<file path="config.mk">
export PLATFORM = sky130hd
export DESIGN_NAME = seg7_autorange
export DESIGN_NICKNAME = d
export VERILOG_FILES = /design/src/rtl/seg7_pkg.sv /design/src/rtl/seg7_blink.sv /design/src/rtl/seg7_autorange.sv
export SDC_FILE = /design/constraint.sdc
export NUM_CORES = 1
export LEC_CHECK = 0
export ABC_AREA = 0
export CAP_MARGIN = 25
export CORE_MARGIN = 8
export CORE_UTILIZATION = 57
export CTS_BUF_LIST = sky130_fd_sc_hd__clkbuf_8 sky130_fd_sc_hd__clkbuf_16
export CTS_CLUSTER_SIZE = 24
export DETAILED_ROUTE_END_ITERATION = 10
export PLACE_DENSITY = 0.95
export SYNTH_ARGS = -nofsm -noshare
export SYNTH_HDL_FRONTEND = slang
export SYNTH_SLANG_ARGS = --single-unit
</file>
<file path="constraint.sdc">
create_clock -name clk -period 6.7 [get_ports clk]
set_input_delay 0.67 -clock clk [delete_from_list [all_inputs] [get_ports clk]]
set_output_delay 0.67 -clock clk [all_outputs]
set_load 0.02 [all_outputs]
</file>
<file path="src/rtl/seg7_pkg.sv">
// seg7_pkg: shared types and segment encodings for the 7-segment drivers.
//   bcd_t      - one BCD digit
//   seg_t      - segment vector, a at index 0 (MSB) through g at index 6 (LSB), active-low
//   bcd_to_seg - decodes a BCD digit to its segment pattern; codes above 9 decode as zero
package seg7_pkg;

    typedef logic [3:0] bcd_t;
    typedef logic [0:6] seg_t;

    localparam seg_t SEG_ZERO  = 7'b0000001;
    localparam seg_t SEG_ONE   = 7'b1001111;
    localparam seg_t SEG_TWO   = 7'b0010010;
    localparam seg_t SEG_THREE = 7'b0000110;
    localparam seg_t SEG_FOUR  = 7'b1001100;
    localparam seg_t SEG_FIVE  = 7'b0100100;
    localparam seg_t SEG_SIX   = 7'b0100000;
    localparam seg_t SEG_SEVEN = 7'b0001111;
    localparam seg_t SEG_EIGHT = 7'b0000000;
    localparam seg_t SEG_NINE  = 7'b0000100;
    localparam seg_t SEG_BLANK = 7'b1111111;

    function automatic seg_t bcd_to_seg(input bcd_t d);
        seg_t s;
        case (d)
            4'd0:    s = SEG_ZERO;
            4'd1:    s = SEG_ONE;
            4'd2:    s = SEG_TWO;
            4'd3:    s = SEG_THREE;
            4'd4:    s = SEG_FOUR;
            4'd5:    s = SEG_FIVE;
            4'd6:    s = SEG_SIX;
            4'd7:    s = SEG_SEVEN;
            4'd8:    s = SEG_EIGHT;
            4'd9:    s = SEG_NINE;
            default: s = SEG_ZERO;
        endcase
        return s;
    endfunction

endpackage

</file>
<file path="src/rtl/seg7_blink.sv">
// seg7_blink: millisecond blink scheduler.
//   clk, rst      - clock, synchronous active-high reset
//   tick_1ms      - one-cycle 1 ms enable
//   blink_en      - enables blinking; counter held at 0 while low
//   blink_period  - period in ms (0 or 1 disables blinking)
//   blink_on      - visible ms per period
//   blank_phase   - high while the display should be blank
module seg7_blink #(
    parameter int unsigned CNT_W = 16
) (
    input  logic             clk,
    input  logic             rst,
    input  logic             tick_1ms,
    input  logic             blink_en,
    input  logic [CNT_W-1:0] blink_period,
    input  logic [CNT_W-1:0] blink_on,
    output logic             blank_phase
);

    logic [CNT_W-1:0] r_bcnt;
    logic             w_active;

    assign w_active = blink_en && (blink_period > CNT_W'(1));

    always_ff @(posedge clk) begin
        if (rst) begin
            r_bcnt <= '0;
        end else if (!w_active) begin
            r_bcnt <= '0;
        end else if (tick_1ms) begin
            // ">=" so a period shortened below the current count wraps on the next tick
            if (r_bcnt >= blink_period - CNT_W'(1))
                r_bcnt <= '0;
            else
                r_bcnt <= r_bcnt + CNT_W'(1);
        end
    end

    assign blank_phase = w_active && (r_bcnt >= blink_on);

endmodule

</file>
<file path="src/rtl/seg7_autorange.sv">
// seg7_autorange: auto-ranging 7-segment driver.
//   clk, rst      - clock, synchronous active-high reset
//   bcd           - packed BCD input, digit 0 = ones
//   bcd_valid     - strobe latching bcd
//   tick_1ms      - 1 ms enable for the blink schedule
//   blink_en, blink_period, blink_on - blink control
//   hex           - active-low segments, digit k at [7k+6:7k], a..g MSB->LSB
//   range_led     - one-hot selected window shift
//   bcd_err       - sticky flag for a latched digit above 9
module seg7_autorange
    import seg7_pkg::*;
#(
    parameter int unsigned NUM_DIGITS = 4,
    parameter int unsigned NUM_BCD    = 6,
    parameter int unsigned LZ_BLANK   = 0,
    parameter int unsigned CNT_W      = 16
) (
    input  logic                             clk,
    input  logic                             rst,
    input  logic [NUM_BCD*4-1:0]             bcd,
    input  logic                             bcd_valid,
    input  logic                             tick_1ms,
    input  logic                             blink_en,
    input  logic [CNT_W-1:0]                 blink_period,
    input  logic [CNT_W-1:0]                 blink_on,
    output logic [NUM_DIGITS*7-1:0]          hex,
    output logic [NUM_BCD-NUM_DIGITS:0]      range_led,
    output logic                             bcd_err
);

    localparam int unsigned NUM_SHIFT = NUM_BCD - NUM_DIGITS + 1;
    localparam int unsigned IDX_W     = (NUM_BCD > 1) ? $clog2(NUM_BCD) : 1;

    logic [NUM_BCD*4-1:0]    r_val;
    logic [IDX_W-1:0]        r_msd;
    logic [IDX_W-1:0]        r_shift;
    logic                    r_seen;
    logic                    r_err;
    logic [NUM_DIGITS*7-1:0] r_hex;
    logic [NUM_SHIFT-1:0]    r_range;

    logic [IDX_W-1:0]        w_msd;
    logic [IDX_W-1:0]        w_shift;
    logic                    w_bad;
    logic [NUM_DIGITS*7-1:0] w_hex;
    logic [NUM_SHIFT-1:0]    w_range;
    logic                    w_blank;

    function automatic bcd_t digit_at(input logic [NUM_BCD*4-1:0] v, input int unsigned p);
        return v[4*p +: 4];
    endfunction

    seg7_blink #(.CNT_W(CNT_W)) u_blink (
        .clk          (clk),
        .rst          (rst),
        .tick_1ms     (tick_1ms),
        .blink_en     (blink_en),
        .blink_period (blink_period),
        .blink_on     (blink_on),
        .blank_phase  (w_blank)
    );

    // MSD scan and window shift on the incoming value, registered alongside it
    always_comb begin
        w_msd   = '0;
        w_bad   = 1'b0;
        w_shift = '0;
        for (int unsigned i = 0; i < NUM_BCD; i++) begin
            if (digit_at(bcd, i) != 4'd0) w_msd = IDX_W'(i);
            if (digit_at(bcd, i) > 4'd9)  w_bad = 1'b1;
        end
        if (w_msd > IDX_W'(NUM_DIGITS - 1))
            w_shift = w_msd - IDX_W'(NUM_DIGITS - 1);
        if (w_shift > IDX_W'(NUM_BCD - NUM_DIGITS))
            w_shift = IDX_W'(NUM_BCD - NUM_DIGITS);
    end

    always_comb begin
        w_hex = '1;
        for (int unsigned k = 0; k < NUM_DIGITS; k++) begin
            if (LZ_BLANK != 0 && k > 0 && (32'(r_shift) + k > 32'(r_msd)))
                w_hex[7*k +: 7] = SEG_BLANK;
            else
                w_hex[7*k +: 7] = bcd_to_seg(digit_at(r_val, 32'(r_shift) + k));
        end
        w_range = NUM_SHIFT'(1) << r_shift;
    end

    always_ff @(posedge clk) begin
        if (rst) begin
            r_val   <= '0;
            r_msd   <= '0;
            r_shift <= '0;
            r_seen  <= 1'b0;
            r_err   <= 1'b0;
            r_hex   <= '1;
            r_range <= '0;
        end else begin
            if (bcd_valid) begin
                r_val   <= bcd;
                r_msd   <= w_msd;
                r_shift <= w_shift;
                r_seen  <= 1'b1;
                if (w_bad) r_err <= 1'b1;
            end
            if (r_seen && !w_blank)
                r_hex <= w_hex;
            else
                r_hex <= '1;
            if (r_seen)
                r_range <= w_range;
            else
                r_range <= '0;
        end
    end

    assign hex       = r_hex;
    assign range_led = r_range;
    assign bcd_err   = r_err;

endmodule

</file>
# Word level (Yosys, flattened, before mapping)
# Memories as Yosys holds them, arrays and structs flattened. A register that Yosys moved wholly into a read port is not among the register bits.
# Cells that the tools add are included.
# op_classes
n_addsub,6
n_reduce_logical,13
n_lt_le_gt_ge,11
bitwise,3
mux,14
n_shift,5
# ops
operator,count
variable part select 24 x 7 -> 4 bit,3
greater-or-equal comparator 16 bit,2
"> comparator 4 bit, second input constant",6
variable part select 24 x 6 -> 4 bit,1
nonzero test 4 bit,5
2-to-1 mux 3 bit,6
"adder 16 x 1 -> 16 bit, second input constant",1
"> comparator 16 x 1 -> 1 bit, second input constant",1
2-to-1 mux 16 bit,1
"subtractor 16 x 1 -> 16 bit, second input constant",1
"adder 3 x 2 -> 4 bit, second input constant",2
2-to-1 mux 1 bit,7
"> comparator 3 x 2 -> 1 bit, second input constant",2
OR reduction 2 bit,3
"adder 3 x 1 -> 4 bit, second input constant",1
logical AND 1 bit,3
inverter 1 bit,3
"left shift 1 x 3 -> 3 bit, first input constant",1
"subtractor 3 x 2 -> 3 bit, second input constant",1
AND reduction 2 bit,1
logical NOT 1 bit,1
# word_totals
regBits,48
memories,4
rom_bits,448
inputBits,61
# mem_list
name,depth,word_bits,rd,rd_clocked_by_memory_dff,write_ports,line,source
(name not given),16,7,1,1,0,seg7_pkg.sv:24,case (d)
(name not given),16,7,1,1,0,seg7_pkg.sv:24,
(name not given),16,7,1,1,0,seg7_pkg.sv:24,
(name not given),16,7,1,1,0,seg7_pkg.sv:24,

# Logic depth before layout (Yosys ltp)
# logic_depth
ltp_word,10
mapped_depth,14

# Cells and area by module
# Synthesis repeated with hierarchy kept, for this count alone.
# hier_totals
cells_unflattened,541
area_unflattened_um2,4855.9
# modules_own_cells
module,seq_area_each_um2,area_per_inst_um2,cells_each,instances
seg7_autorange,1201.2,3109.2,329,1
seg7_blink,320.3,1746.7,212,1

# Worst setup path before layout
# No wires, ideal clock.
# synth_timing
kind,input to register
startpoint,input port blink_period[5]
endpoint,register u_blink.r_bcnt[8]
t_required_ns,6.636
arrival_ns,3.231
setup_slack_ns,3.405
cell_stages,13
path_buffers,2
path_cell_list,nor4_1 -> nand2_1 -> nor4_1 -> xnor2_1 -> ha_1 -> a21o_1 -> a21o_1 -> a21oi_1 -> o22ai_1 -> or4_1 -> clkbuf_2 -> buf_6 -> nor2_1
# synth_via
elab_chain_len,4
# synth_lines
item,line,source
from (decl),seg7_autorange.sv:24,"input logic [CNT_W-1:0] blink_period,"
branches (longest 4 deep; another with subtractor 16 x 1 -> 16 bit),--,
to (signal assigned),seg7_blink.sv:35,r_bcnt <= r_bcnt + CNT_W'(1);
to (decl),seg7_blink.sv:20,logic [CNT_W-1:0] r_bcnt;
# Several ways; the timed one is not identified.
# A chain may end at the register's enable or synchronous reset.

# Worst setup path in the final report
# layout_timing
startpoint,input port blink_period[4]
endpoint,register u_blink.r_bcnt[1]
# The elaborated chain is that of the path after synthesis.

==> reports/qor.yml <==
ys_seq_area_share_pct: 31.8
viasPerCell: 5.77
min_path_type: "flop to flop"
max_slew_margin_pct: 37.5
synth.net_count: 657
postCtsSetupBuffers: 0
cts_buffers: 9
hold_path_end: "bcd_err$_SDFFE_PP0P_"
slew_violations: 0
power_mw: 1.15
finalSetupViolCount: 0
clkLatencyLatePin_ns: 0.36
rr_worst_depth: 7
drtIter0Drc: 296
irDropWorstVdd_uv: 102
portBuffers: 92
routed_wl_um: 12400
finalCriticalPeriod_ns: 3.85
r2r_start: "u_blink.r_bcnt[14]$_SDFFE_PP0P_"
regToRegSetupSlack_ns: 3.68
ant_nets: 0
final_common_cell: "clkdlybuf4s50_1"
syn_avg_cell_area_um2: 8.79
fmax_ghz: 0.260
synth_area_leaders: "dfxtp_1 32%, ha_1 14%, mux2i_1 8.0%"
reg2reg_to: "hex[23]$_SDFF_PP1_"
arrival_ns: 4.13
ys_warn_count: 0
final_cell_mix: "92 x clkdlybuf4s50_1, 76 x dfxtp_1, 68 x nor2_1, 52 x ha_1, 48 x nand2_1"
root_buffer: "clkbuf_8"
crit_required_ns: 6.98
grt_usage_pct: 21.3
multiInputGateArea_um2: 2980
start_util_pct: 58.5
ys_async_sr_fraction_pct: 0
ctsResizeCount: 0
yosys_most_used_dff: "dfxtp_1"
ioPinCount: 93
drive_gt1_share_pct: 6.18
ff_latch_area_um2: 1520
nFillCells: 571
grt_max_degree: 33
cp-end-kind: "flop"
hold_depth: 2
post-route-drc-count: 0
htreeDepth: 3
hold-worst-slack_ns: 0.476
yosys.area.top_type: "dfxtp_1"
utilization_pct: 72.5
insertedDiodeCount: 0
vias: 4250
grt_pass1_vias: 4241
p_leak_nw: 2.57
path_clk_slew_ns: 0.08
antenna_found_initial: 0
cts_sinks: 76
cts_tree: "done"
synth_area_um2: 4780
instances_no_fill: 736
tightestPinTransition_ns: 0.936
rows: 33
coreArea_um2: 8180
wire_per_inst_um: 16.8
rsz0062_at_grt: "false"
clock_skew_ns: 0.0197
fp.dieW_um: 108
place_inst: 721
post-dp-hpwl_um: 9300
clockBufferDepth: 2
worstSetupPathType: "input port to flop"
finalHoldViolations: 0
synth_seq_cells: 76
grt_pass1_wl_um: 20000
drt_first_pass_iters: 5
cp_max_fo: 16
cts_hold_buf: 0
final_net_count: 740
min_from: "bcd_err$_SDFFE_PP0P_"
p_per_area_nw_per_um2: 194
synth_top_area_share_pct: 31.8
synthToLayoutAreaGrowth_pct: 23.9
min_period_over_period_pct: 57.5
crit_path_start_kind: "input port"
maxCapViolations: 0
grt-ovfl-total: 0
synth-edff-count: 0
finalSetupTns_ns: 0
die_h_um: 108
synth_cell_types: 51
gp_congestion: 0.834
outcome: "finished clean"
syn_inst: 544
dieArea_um2: 11600
[final cells by class]
class	instances	area share [%]
multi-input cells	409	50.3
well taps	105	2.22
clock buffers	9	2.09
clock inverters	6	1.48
inverters	36	2.28
repair buffers	95	15.9
flip-flops and latches	76	25.7
[stage by stage]
| step | worst slack (ns) | area [µm²] |
|---|---|---|
| floorplan | 3.41 | 4780 |
| global placement | 2.71 | 5710 |
| detailed placement | 2.58 | 5710 |
| CTS | 2.93 | 5920 |
| global route | 2.62 | 5920 |
| finish | 2.85 | 5920 |
[critical path: stages]
cell and delay (ns):
clkdlybuf4s50_1 0.47, nor4_1 0.46, nand2_1 0.19, nor4_1 0.39, xnor2_1 0.18, ha_1 0.28, a21o_1 0.19, a21o_1 0.17
a21oi_1 0.14, o22ai_1 0.09, or4_1 0.67, nor2_1 0.22
[metal layers]
layer	global-route usage, %	vias up	routed length (µm)
met1	24.0	2007	4990
met2	38.0	168	6230
met5	0	-	0
met3	4.01	27	861
met4	9.22	0	289
li1	-	2048	-
[flip-flops by register name, indices dropped and copies added, names as in the netlist]
register	flops
bcd_err	1
u_blink.r_bcnt	16
r_val	24
range_led	3
hex	28
r_shift	3
r_seen	1
[report_power, final]
group          total [mW]  switching, mW  internal [mW]  leakage [nW]
Clock               0.374          0.166          0.208         0.109
Sequential          0.505         0.0205          0.484         0.627
Combinational       0.270          0.138          0.132          1.83
Total                1.15          0.325          0.824          2.57
[worst max-delay path by stage]
stage | slack [ns] | start | endpoint
2_1_floorplan | 3.41 | blink_period[5] | u_blink.r_bcnt[8]$_SDFFE_PP0P_
5_1_grt | 2.62 | blink_period[4] | u_blink.r_bcnt[1]$_SDFFE_PP0P_
3_5_place_dp | 2.58 | blink_period[4] | u_blink.r_bcnt[1]$_SDFFE_PP0P_
4_1_cts | 2.93 | blink_period[4] | u_blink.r_bcnt[1]$_SDFFE_PP0P_
6_report | 2.85 | blink_period[4] | u_blink.r_bcnt[1]$_SDFFE_PP0P_
3_3_place_gp | 2.71 | blink_period[4] | u_blink.r_bcnt[15]$_SDFFE_PP0P_
[cells in the mapped netlist (all sizes together), types with 2 or more instances]
library cell,count
dfxtp,76
nor2,68
ha,52
nand2,48
mux2i,38
inv,36
o21ai,26
a21oi,20
xnor2,17
xor2,15
buf,13
nand3,12
nand2b,11
nor3,11
a21o,10
clkbuf,10
o211ai,10
and3,7
mux4,7
nand3b,5
nor4,5
or3,5
a211oi,4
and4,4
nand4,4
o2bb2ai,4
mux2,3
nor2b,3
a2bb2oi,2
and2,2
o21bai,2
o22ai,2
or2,2
[cell families after synthesis]
group	after synthesis	synth area share, %
xor+xnor	32	5.86
compound gates	87	12.1
simple gates	190	18.8
mux	48	12.0
buf+inv	59	5.81
fa+ha+maj	52	13.6
flops	76	31.8
(Power assumes the default switching activity.)
